$ cat config.mk
export PLATFORM = sky130hd
export DESIGN_NAME = tt_um_minirisc
export DESIGN_NICKNAME = d
export VERILOG_FILES = /design/src/rtl/minirisc_pkg.sv /design/src/rtl/minirisc_alu.sv /design/src/rtl/tt_um_minirisc.sv
export SDC_FILE = /design/constraint.sdc
export NUM_CORES = 1
export LEC_CHECK = 0
export CORE_MARGIN = 2
export CORE_UTILIZATION = 50
export DETAILED_ROUTE_END_ITERATION = 6
export PLACE_DENSITY = 0.73
export SETUP_SLACK_MARGIN = 0.4
export SKIP_LAST_GASP = 1
export SLEW_MARGIN = 5
export SYNTH_ARGS = -nofsm -noshare
export SYNTH_HDL_FRONTEND = slang
export SYNTH_SLANG_ARGS = --single-unit
$ cat constraint.sdc
create_clock -name clk -period 4.29 [get_ports clk]
set_input_delay 1.0725 -clock clk [delete_from_list [all_inputs] [get_ports clk]]
set_output_delay 1.0725 -clock clk [all_outputs]
set_load 0.03 [all_outputs]
$ cat src/rtl/minirisc_pkg.sv
// minirisc_pkg -- shared definitions for the tt_um_minirisc accumulator core.
//   DATA_W / NUM_REGS  : datapath width and register-file depth
//   *_LSB/_MSB/_BIT    : field positions inside the ui_in instruction byte
//   opcode_t           : instruction opcodes (codes 10-15 decode as NOP)
//   writes_acc()       : true for opcodes that update acc (and therefore Z)
package minirisc_pkg;

   localparam int unsigned DATA_W   = 8;
   localparam int unsigned NUM_REGS = 4;
   localparam int unsigned REG_AW   = $clog2(NUM_REGS);

   localparam int unsigned OP_LSB   = 0;
   localparam int unsigned OP_MSB   = 3;
   localparam int unsigned ADDR_LSB = 4;
   localparam int unsigned ADDR_MSB = 5;
   localparam int unsigned RSVD_BIT = 6;
   localparam int unsigned OSEL_BIT = 7;

   typedef enum logic [3:0] {
      OP_NOP   = 4'd0,
      OP_LOAD  = 4'd1,
      OP_ADD   = 4'd2,
      OP_SUB   = 4'd3,
      OP_STORE = 4'd4,
      OP_LDR   = 4'd5,
      OP_AND   = 4'd6,
      OP_OR    = 4'd7,
      OP_XOR   = 4'd8,
      OP_CLR   = 4'd9
   } opcode_t;

   function automatic logic writes_acc(input opcode_t op);
      case (op)
         OP_LOAD, OP_ADD, OP_SUB, OP_LDR,
         OP_AND, OP_OR, OP_XOR, OP_CLR: writes_acc = 1'b1;
         default:                       writes_acc = 1'b0;
      endcase
   endfunction

endpackage

$ cat src/rtl/minirisc_alu.sv
// minirisc_alu -- combinational ALU for the minirisc core.
//   op       : decoded opcode
//   acc      : current accumulator
//   imm      : operand (immediate, or register data for LDR)
//   carry_in : current carry flag, passed through when op leaves C alone
//   result   : next accumulator value (equals acc for non-writing ops)
//   carry    : next carry flag
//   zero     : result == 0 (only meaningful when the op writes acc)
module minirisc_alu
   import minirisc_pkg::*;
(
   input  opcode_t           op,
   input  logic [DATA_W-1:0] acc,
   input  logic [DATA_W-1:0] imm,
   input  logic              carry_in,
   output logic [DATA_W-1:0] result,
   output logic              carry,
   output logic              zero
);

   logic [DATA_W:0] sum;
   logic [DATA_W:0] diff;

   // Borrow appears as the extra top bit of the widened subtraction.
   assign sum  = {1'b0, acc} + {1'b0, imm};
   assign diff = {1'b0, acc} - {1'b0, imm};

   always_comb begin
      result = acc;
      carry  = carry_in;
      case (op)
         OP_LOAD: result = imm;
         OP_ADD:  {carry, result} = sum;
         OP_SUB:  {carry, result} = diff;
         OP_LDR:  result = imm;
         OP_AND:  result = acc & imm;
         OP_OR:   result = acc | imm;
         OP_XOR:  result = acc ^ imm;
         OP_CLR: begin
            result = '0;
            carry  = 1'b0;
         end
         default: ;
      endcase
   end

   assign zero = (result == '0);

endmodule

$ cat src/rtl/tt_um_minirisc.sv
// tt_um_minirisc -- accumulator RISC core in TinyTapeout wrapper form.
// One instruction per enabled clock; the host streams instructions.
//   clk     : clock, all state on rising edge
//   rst     : synchronous reset, active-high (acc=0, regs=0, C=0, Z=1)
//   ena     : execute enable, 0 holds all state
//   ui_in   : instruction [3:0] opcode, [5:4] reg addr, [6] reserved, [7] output select
//   uio_in  : immediate operand
//   uo_out  : accumulator (or status view, see below)
//   uio_out : constant zero
//   uio_oe  : constant zero (uio bank is input-only)
// Optional build macro MINIRISC_STATUS_EN: when defined, ui_in[7]=1 shows
// {C, Z, acc[7], 3'b000, addr} on uo_out instead of acc.
module tt_um_minirisc
   import minirisc_pkg::*;
(
   input  logic       clk,
   input  logic       rst,
   input  logic       ena,
   input  logic [7:0] ui_in,
   input  logic [7:0] uio_in,
   output logic [7:0] uo_out,
   output logic [7:0] uio_out,
   output logic [7:0] uio_oe
);

   opcode_t            op;
   logic [REG_AW-1:0]  addr;
   logic [DATA_W-1:0]  acc;
   logic [DATA_W-1:0]  regs [NUM_REGS];
   logic               carry_flag;
   logic               zero_flag;
   logic [DATA_W-1:0]  operand;
   logic [DATA_W-1:0]  alu_result;
   logic               alu_carry;
   logic               alu_zero;

   assign op   = opcode_t'(ui_in[OP_MSB:OP_LSB]);
   assign addr = ui_in[ADDR_MSB:ADDR_LSB];

   // LDR reuses the ALU's pass-through path with register data as operand.
   assign operand = (op == OP_LDR) ? regs[addr] : uio_in;

   minirisc_alu u_alu (
      .op       (op),
      .acc      (acc),
      .imm      (operand),
      .carry_in (carry_flag),
      .result   (alu_result),
      .carry    (alu_carry),
      .zero     (alu_zero)
   );

   always_ff @(posedge clk) begin
      if (rst) begin
         acc        <= '0;
         carry_flag <= 1'b0;
         zero_flag  <= 1'b1;
         for (int unsigned i = 0; i < NUM_REGS; i++) begin
            regs[i] <= '0;
         end
      end else if (ena) begin
         carry_flag <= alu_carry;
         if (op == OP_STORE) begin
            regs[addr] <= acc;
         end
         if (writes_acc(op)) begin
            acc       <= alu_result;
            zero_flag <= alu_zero;
         end
      end
   end

`ifdef MINIRISC_STATUS_EN
   logic unused_ui;
   assign unused_ui = ui_in[RSVD_BIT];
   assign uo_out = ui_in[OSEL_BIT] ? {carry_flag, zero_flag, acc[DATA_W-1], 3'b000, addr}
                                   : acc;
`else
   logic unused_ui;
   assign unused_ui = ^{ui_in[OSEL_BIT], ui_in[RSVD_BIT]};
   assign uo_out = acc;
`endif

   assign uio_out = '0;
   assign uio_oe  = '0;

endmodule

== Yosys cells after proc, flatten, opt, wreduce, memory -nomap -nowiden ==
Memory sizes are Yosys's and may differ from the RTL's.
Index checks and enable logic that the tools add are counted.
Storage, ports and cells
  register bits after elaboration: 8
  bits in latches: 0
  bits in writable memories: 32
  memory bits (read-only): 16
  bits of input ports: 19
  output and inout bits: 24
  logic and storage cells: 34
  memories: 2
Memories
  regs: depth 4, bits a word 8, read ports 1, clocked after Yosys merged registers in 0, wr ports 4, RTL line tt_um_minirisc.sv:29  | logic [DATA_W-1:0] regs [NUM_REGS];
  (name not given): depth 16, bits a word 1, read ports 1, clocked after Yosys merged registers in 0, wr ports 0, RTL line minirisc_pkg.sv:33  | case (op)
Cells by class
  add/subtract/negate cells: 2
  multipliers: 0
  divide/modulo/power cells: 0
  order comparisons: 0
  equality and inequality tests: 9
  shifts and indexed selects: 0
  mux-type cells: 13
  bitwise gates (word level): 3
  reductions and logical operators: 4
Operator list (number)
  case mux 8 bit (7 select lines): 1
  == test 4 x 3 -> 1 bit (second input constant): 4
  2-to-1 mux 8 bit: 2
  2-to-1 mux 1 bit: 9
  adder 8 bit: 1
  AND 8 bit: 1
  == test 4 x 2 -> 1 bit (second input constant): 2
  == test 4 bit (second input constant): 2
  bitwise OR 8 bit: 1
  OR reduction 8 bit: 1
  subtractor 8 bit: 1
  bitwise XOR 8 bit: 1
  nonzero test 7 bit: 1
  == test 4 x 1 -> 1 bit (second input constant): 1
  AND reduction 3 bit: 1
  2-to-1 mux 2 bit: 1
  OR reduction 2 bit: 1

== Longest topological paths before layout ==
Gate-level depths: netlist (run 1).
  word-level depth: 7
  gate-level depth with buffers: 17
  depth with buffers taken out: 15

== Hierarchy ==
Synthesis (run 1) repeated with hierarchy kept, for this count alone.
Second synthesis, totals
  cell total of the unflattened synthesis: 371
  area total of the unflattened synthesis: 3641.0 sq um
By module, submodules not included
  tt_um_minirisc: times used 1, cells an instance 158, area each 2104.5 sq um, seq. area each 1141.1 sq um
  minirisc_alu: times used 1, cells an instance 213, area each 1536.5 sq um, seq. area each 0.0 sq um

== Least setup slack after synthesis (run 1) ==
No wires, ideal clock.
  kind: input to register
  start point: input port ui_in[4]
  end point: register acc[7] (netlist: uo_out[7])
  library setup time: 0.062 ns
  arrival: 4.083 ns
  data required time: 4.228 ns
  slack: 0.145 ns
  stages on the path: 16
  path buffers: 2
  path through: buf_6 -> buf_2 -> mux4_2 -> mux2_2 -> inv_1 -> ha_1 -> a31oi_1 -> xnor2_1 -> ha_1 -> and3_1 -> a21oi_1 -> a31o_2 -> nor3b_1 -> nand2_1 -> mux2_2 -> nand3_1
Between the ends
  cells in the longest elaborated chain, start to end: 4
  elaborated cells on any way between the ends: 8
  classes of those cells: add/sub: 2; mux: 2; bitwise: 3; memory: 1
Ends and longest elaborated chain
  from (decl): RTL line tt_um_minirisc.sv:19  | input logic [7:0] ui_in,
  memory (4 x 8 bit) (*)
  2-to-1 mux 8 bit (*): RTL line tt_um_minirisc.sv:41  | assign operand = (op == OP_LDR) ? regs[addr] : uio_in;
  subtractor 8 bit, or another cell as far along: RTL line minirisc_alu.sv:26  | assign diff = {1'b0, acc} - {1'b0, imm};
  case mux 8 bit (7 select lines) (*): RTL line minirisc_alu.sv:31  | case (op)
  to (signal assigned): RTL line tt_um_minirisc.sv:67  | acc <= alu_result;
  to (decl): RTL line tt_um_minirisc.sv:28  | logic [DATA_W-1:0] acc;
Mark *: on every way between the ends. The rest lies on a longest branch, timed or not.
A chain may end at the register's enable or synchronous reset.

== Worst setup path after layout (run 1) ==
Same ends and word-level chain as after synthesis.

==> metrics.yaml, run 1 <==
floorplan:
  die_h_um: 83.2
  io_pins: 43
  start_util_pct: 52.4
  fp.coreArea_mm2: 0.00599
  rows: 28
  dieWidth_um: 83.2
  die_area_mm2: 0.00693
route:
  drt_first_pass_iters: 4
  finalWirelength_um: 7420
  vias: 2431
  vias_per_cell: 5.54
  post-route-drc-count: 0
  drtAntennaViolNets: 0
  routedWlPerCell_um: 16.9
  initialDrtViolationCount: 125
synthesis:
  synthArstFlopShare_pct: 0
  yosysWarnings: 0
  synth_top_cell_by_area: "edfxtp_1"
  synth_area_mm2: 0.00314
  synth_seq_cells: 40
  yosysSeqAreaShare_pct: 35.7
  synth.avg_cell_area_um2: 10.3
  synthTopCellsByArea: "edfxtp_1 31%, ha_1 9.6%, and2_1 6.4%"
  synth_cells: 305
  synth_top_area_share_pct: 30.6
  synth_cell_types: 56
  synthTopCellsByCount: "32 x and2_1, 32 x edfxtp_1, 24 x ha_1, 24 x inv_1"
  synth-edff-count: 32
  synth_flop_cell: "edfxtp_1"
worst_setup_path:
  cp_slowest_cell: "mux4_2"
  worstSetupStartpointType: "input pin"
  arrival_ns: 4.02
  path_cells: "buf_2 -> buf_6 -> mux4_2 -> a211o_1 -> o21ai_0 -> a31oi_1 -> xnor2_1 -> ha_1 -> a21oi_2 -> a31o_2 -> nor3_2 -> or3b_1 -> nand3_1"
  critPathTopFamily: "compound AO/OA/AOI/OAI gates"
  critPathMaxStageDelay_ns: 0.53
  cp-startpoint: "ui_in[4]"
  path_max_fanout: 5
  path_class: "in2reg"
  worst-path-buf-inv: 2
  r2r-start: "regs[3][1]"
  worstPathRequired_ns: 4.53
  end_kind: "flop"
worst_hold_path:
  hold_class: "reg2reg"
  hp-start: "uo_out[2]"
run:
  cap_viol_max_count: 0
cts:
  cts_buffers: 5
  clockBufferDepth: 2
  cts.htree.levels: 2
  cts.sinks: 40
  path_clk_slew_ns: 0.08
  cts_root_buf: "clkbuf_8"
  clock_latency_ns: 0.30
  cts_tree: "yes"
power_and_ir_drop:
  power_density_mw_per_mm2: 273
  power_leakage_uw: 0.00164
  ir_drop_v: 0.000184
global_route:
  overflow: 0
  grt_max_degree: 19
  track_usage_pct: 22.0
  grt_pass1_vias: 2421
  grt_first_pass_wirelength_um: 12100
  antenna_found_initial: 0
final_layout:
  diodes: 0
  n_fill_cell: 484
  multi_input_area_mm2: 0.00188
  finalNetCount: 407
  regArea_mm2: 0.00112
  final_util_pct: 64.3
  area_growth_syn_to_layout_pct: 22.7
  layout-drive-gt1-share_pct: 24.2
timing:
  period_share_pct: 88.1
  worstMarginPinSlew_ns: 0.978
  hold_violations: 0
  fin_crit_ns: 3.78
  rsz0062_at_grt: "no"
  fmax_mhz: 265
  skew_ns: 0.00842
  setup_viol: 0
  slew_headroom_pct: 34.7
  final.setup.worst_slack_ns: 0.511
  drv_slew: 0
place:
  place_hpwl_um: 5450
  placement.io_buffers: 24
  gp_congestion: 0.811
  pre_cts_slack_ns: -0.315
outcome:
  outcome: "completed"
-- through the flow --
| stage | cell area [um^2] | total power (uW) | setup TNS [ns] | instances | hold slack, ns |
|---|---|---|---|---|---|
| 4_1_cts | 3740 | 1040 | 0 | 433 | 0.632 |
| 3_3_place_gp | 3650 | 773 | -0.469 | 425 | 0.595 |
| 6_report | 3850 | 1050 | 0 | 439 | 0.632 |
| 3_5_place_dp | 3650 | 784 | -0.809 | 425 | 0.620 |
| 2_1_floorplan | 3270 | 687 | 0 | 320 | 0.662 |
| 5_1_grt | 3850 | 1110 | 0 | 439 | 0.685 |
-- flip-flops by register name, indices dropped and copies added (netlist names) --
signal and count:
regs 32, uo_out 8
-- layer usage --
metal  share of wire (%)  GRT usage (%)  vias up  wire length (um)
li1                    -              -     1180                 -
met1                  45           29.4     1171              3340
met2                  49           37.1       70              3620
met3                 4.9           3.28       10               364
met4                 1.2           6.71        0                91
met5                   0              0        -                 0
-- layout make-up --
cell class	count	area share, %
Multi-Input combinational cell	225	48.8
Timing Repair Buffer	67	14.9
Sequential cell	40	29.1
Clock buffer	5	1.79
Clock inverter	3	0.487
Tap cell	75	2.44
Inverter	24	2.40
-- path summary, 6_finish.rpt --
kind                to  slack, ns  cells past startpoint
max          uo_out[7]       0.51                     13
min          uo_out[2]       0.63                      2
max reg2reg  uo_out[7]       1.10                     14
min reg2reg  uo_out[2]       0.63                      2
-- layout by cell type, fill, tap and decap left out, types with 6 or more instances in the layout --
cell type / count
a22oi_1: 6
conb_1: 16
clkdlybuf4s50_1: 19
a21oi_1: 9
dfxtp_1: 8
ha_1: 22
mux4_2: 6
xnor2_1: 9
nor3_1: 9
buf_4: 41
inv_1: 23
nand2_1: 12
edfxtp_1: 32
and2_1: 32
mux2i_1: 9
nor2_1: 20
-- report_power, final --
part           leakage (uW)  internal, uW  switching (uW)  total [uW]
Sequential         0.000397           435            23.1         458
Clock             0.0000378           112             143         255
Combinational       0.00120           161             178         339
Total               0.00164           708             344        1050
-- kinds of logic (layout without fill, tap and decap cells) --
| group | count (synthesis) | count (layout) | share of synthesized area [%] |
|---|---|---|---|
| flops | 40 | 40 | 35.7 |
| buf+inv | 55 | 99 | 9.41 |
| compound gates | 53 | 53 | 12.2 |
| fa+ha+maj | 25 | 25 | 10.2 |
| xor+xnor | 11 | 11 | 3.07 |
| simple gates | 96 | 96 | 17.6 |
| mux | 24 | 24 | 11.7 |
| other cells | 1 | 16 | 0.120 |
-- repair_timing --
action                                  4_1_cts  5_1_grt
buffers inserted                              0        6
resized for setup                             5       18
hold buffers                                  0        0
endpoints found under the setup margin        6        4
pin swaps                                     3        9
-- worst reg2reg max path, stage by stage, from the launching register on --
cell      delay [ns]
edfxtp_1        0.43
mux4_2          0.48
mux2_4          0.31
inv_4           0.07
ha_4            0.15
a31oi_1         0.09
xnor2_1         0.14
ha_1            0.33
and3_1          0.20
a21oi_2         0.13
a31o_2          0.20
nor3b_4         0.19
nand2_1         0.07
mux2_2          0.26
nand3_1         0.07
Power figures use the tool's default switching activity.
==> inputs of run 2 (changes only) <==
- CAP_MARGIN: unset -> 10
- CORE_UTILIZATION: 50 -> 52
- CTS_BUF_LIST: unset -> sky130_fd_sc_hd__clkbuf_2 sky130_fd_sc_hd__clkbuf_4 sky130_fd_sc_hd__clkbuf_8
- PLACE_DENSITY: 0.73 -> 0.75
==> run 2 against run 1 <==
Sequential share of layout area is 0.057 points lower. Clock power is 2% higher. Largest cell class unchanged. First-iteration DRC count is 8.0% higher. Cell area is 0.20% higher. Cell count is 0.68% higher. Register-to-register slack better by 0.07 ns. Combinational power is 1% lower. Critical path type unchanged. Clock skew is 0.00062 ns lower. Largest power group unchanged. Routed wire length is 6.2% lower. Fmax is 1.4% higher.
==> metrics.yaml, run 2 (synthesis gave the netlist of run 1 again) <==
worst_hold_path:
  hold_class: "reg2reg"
timing:
  skew_ns: 0.00780
  fmax_mhz: 268
  drv_slew: 0
  rsz0062_at_grt: "yes"
  fin_crit_ns: 3.73
  hold_violations: 0
  period_share_pct: 86.9
  setup_viol: 0
  worstMarginPinSlew_ns: 0.875
  slew_headroom_pct: 41.5
worst_setup_path:
  reg2reg_slack_ns: 1.17
  worst-path-buf-inv: 2
  path_class: "in2reg"
  crit_end: "uo_out[7]"
  worstRegToRegCells: 14
  r2r_end: "uo_out[7]"
  critPathTopFamily: "simple AND/OR/NAND/NOR gates"
  arrival_ns: 3.96
  r2r-start: "regs[3][1]"
  worstPathRequired_ns: 4.53
  critPathMaxStageDelay_ns: 0.34
  path_max_fanout: 4
  end_kind: "flop"
  path_cells: "dlygate4sd2_1 -> nor3b_4 -> nand2_4 -> mux2_4 -> inv_4 -> ha_4 -> a31oi_2 -> xnor2_1 -> ha_1 -> and3_1 -> a21oi_2 -> a31o_2 -> nor3b_4 -> nand2_1 -> mux2_2 -> nand3_1"
  cp_slowest_cell: "mux2_4"
  worstSetupStartpointType: "input pin"
  path_depth: 16
  crit_top_cell: "nor3b_4"
  cp-startpoint: "ui_in[3]"
floorplan:
  io_pins: 43
  die_h_um: 81.7
  fp.coreArea_mm2: 0.00589
  rows: 28
  dieWidth_um: 81.7
  die_area_mm2: 0.00667
  start_util_pct: 53.3
place:
  gp_congestion: 0.921
  place_hpwl_um: 5210
  placement.io_buffers: 24
cts:
  cts_tree: "yes"
  ctsHoldBuffers: 0
  cts.sinks: 40
  cts.htree.levels: 2
  clock_latency_ns: 0.29
  cts_buffers: 5
  cts_root_buf: "clkbuf_8"
  path_clk_slew_ns: 0.08
  clockBufferDepth: 2
route:
  vias: 2425
  drtAntennaViolNets: 0
  routedWlPerCell_um: 15.7
  drt_first_pass_iters: 7
  post-route-drc-count: 0
  vias_per_cell: 5.49
  finalWirelength_um: 6960
  initialDrtViolationCount: 135
final_layout:
  regMostFlops: "regs"
  layout-drive-gt1-share_pct: 25.1
  final_util_pct: 65.5
  area_growth_syn_to_layout_pct: 22.9
  diodes: 0
  final_common_cell: "buf_4"
  layout_common_cells: "45 x buf_4, 32 x and2_1, 32 x edfxtp_1, 23 x inv_1, 22 x ha_1"
  n_fill_cell: 486
  largest_register_ffs: 32
  finalNetCount: 410
global_route:
  overflow: 0
  grt_max_degree: 19
  grt_first_pass_wirelength_um: 11400
  grt_pass1_vias: 2422
  antenna_found_initial: 0
  track_usage_pct: 23.0
power_and_ir_drop:
  power_density_mw_per_mm2: 272
  ir_drop_v: 0.000189
  netSwitchingPower_uw: 331
  p_seq_share_pct: 43.6
  p_int_uw: 719
  combPwrFrac_pct: 31.8
  power_leakage_uw: 0.00164
  p_total_uw: 1050
  swShare_pct: 31.5
  pwr-share-clk_pct: 24.6
run:
  cap_viol_max_count: 0
outcome:
  outcome: "completed"
==> run 2: cell types whose count changed in the layout (fill, tap and decap cells not counted), moves of 2 or more <==
cell | before | now
a21oi_1 | 9 | 11
a21oi_2 | 4 | 2
dlygate4sd2_1 | 1 | 4
dlymetal6s2s_1 | 3 | 1
buf_4 | 41 | 45
==> run 2: cell type report <==
type	instances	area (um^2)	area share, %
inverters	24	92.6	2.40
clock inverters	2	16.3	0.422
multi-input cells	225	1880	48.6
clock buffers	6	76.3	1.98
repair buffers	70	582	15.1
well taps	75	93.8	2.43
flip-flops and latches	40	1120	29.1
==> run 2: what timing repair did <==
| action | CTS | global route |
|---|---|---|
| setup endpoints to repair | 6 | 2 |
| resized for setup | 13 | 8 |
| pin swaps | 8 | 1 |
| setup buffers | 4 | 2 |
==> run 2: how the worst min path moves through the flow <==
stage / from / to / slack [ns] / cells after the start
floorplan: uo_out[0] / uo_out[0] / 0.66 / 2
global placement: uo_out[6] / uo_out[6] / 0.60 / 2
detailed placement: uo_out[6] / uo_out[6] / 0.61 / 2
CTS: uo_out[6] / uo_out[6] / 0.63 / 2
global route: uo_out[6] / uo_out[6] / 0.66 / 2
finish: uo_out[6] / uo_out[6] / 0.62 / 2
==> run 2: power groups by stage <==
stage          Clock (uW)  Combinational (uW)  Sequential [uW]
4_1_cts               262                 330              458
3_3_place_gp            0                 312              466
2_1_floorplan           0                 216              471
6_report              259                 334              458
3_5_place_dp            0                 319              467
5_1_grt               275                 368              461
==> run 2: per-layer routing <==
metal | vias up | part of all wire [%] | track usage [%]
met3 | 6 | 4.0 | 2.97
met4 | 0 | 1.5 | 5.17
li1 | 1188 | - | -
met1 | 1169 | 45 | 29.3
met2 | 62 | 50 | 41.7
met5 | - | 0 | 0
==> run 2: worst register-to-register path: stages, from the launching register on <==
cell	delay (ns)
edfxtp_1	0.39
mux4_2	0.47
mux2_4	0.31
inv_4	0.07
ha_4	0.15
a31oi_2	0.09
xnor2_1	0.18
ha_1	0.28
and3_1	0.19
a21oi_2	0.13
a31o_2	0.20
nor3b_4	0.20
nand2_1	0.08
mux2_2	0.26
nand3_1	0.08
==> run 2: metrics by stage <==
stage / worst slack [ns] / hold WS [ns] / area [um^2] / instances / TNS [ns]
floorplan: 0.273 / 0.662 / 3270 / 320 / 0
global placement: -0.264 / 0.603 / 3680 / 428 / -0.508
detailed placement: -0.288 / 0.612 / 3680 / 428 / -0.610
CTS: 0.423 / 0.626 / 3820 / 440 / 0
global route: 0.399 / 0.661 / 3860 / 442 / 0
finish: 0.563 / 0.624 / 3860 / 442 / 0
==> inputs of run 3 (changes only) <==
- HOLD_SLACK_MARGIN: unset -> 0.15
==> results of run 3 <==
Same layout as run 2: the final DEF is identical, and so are final timing and power.
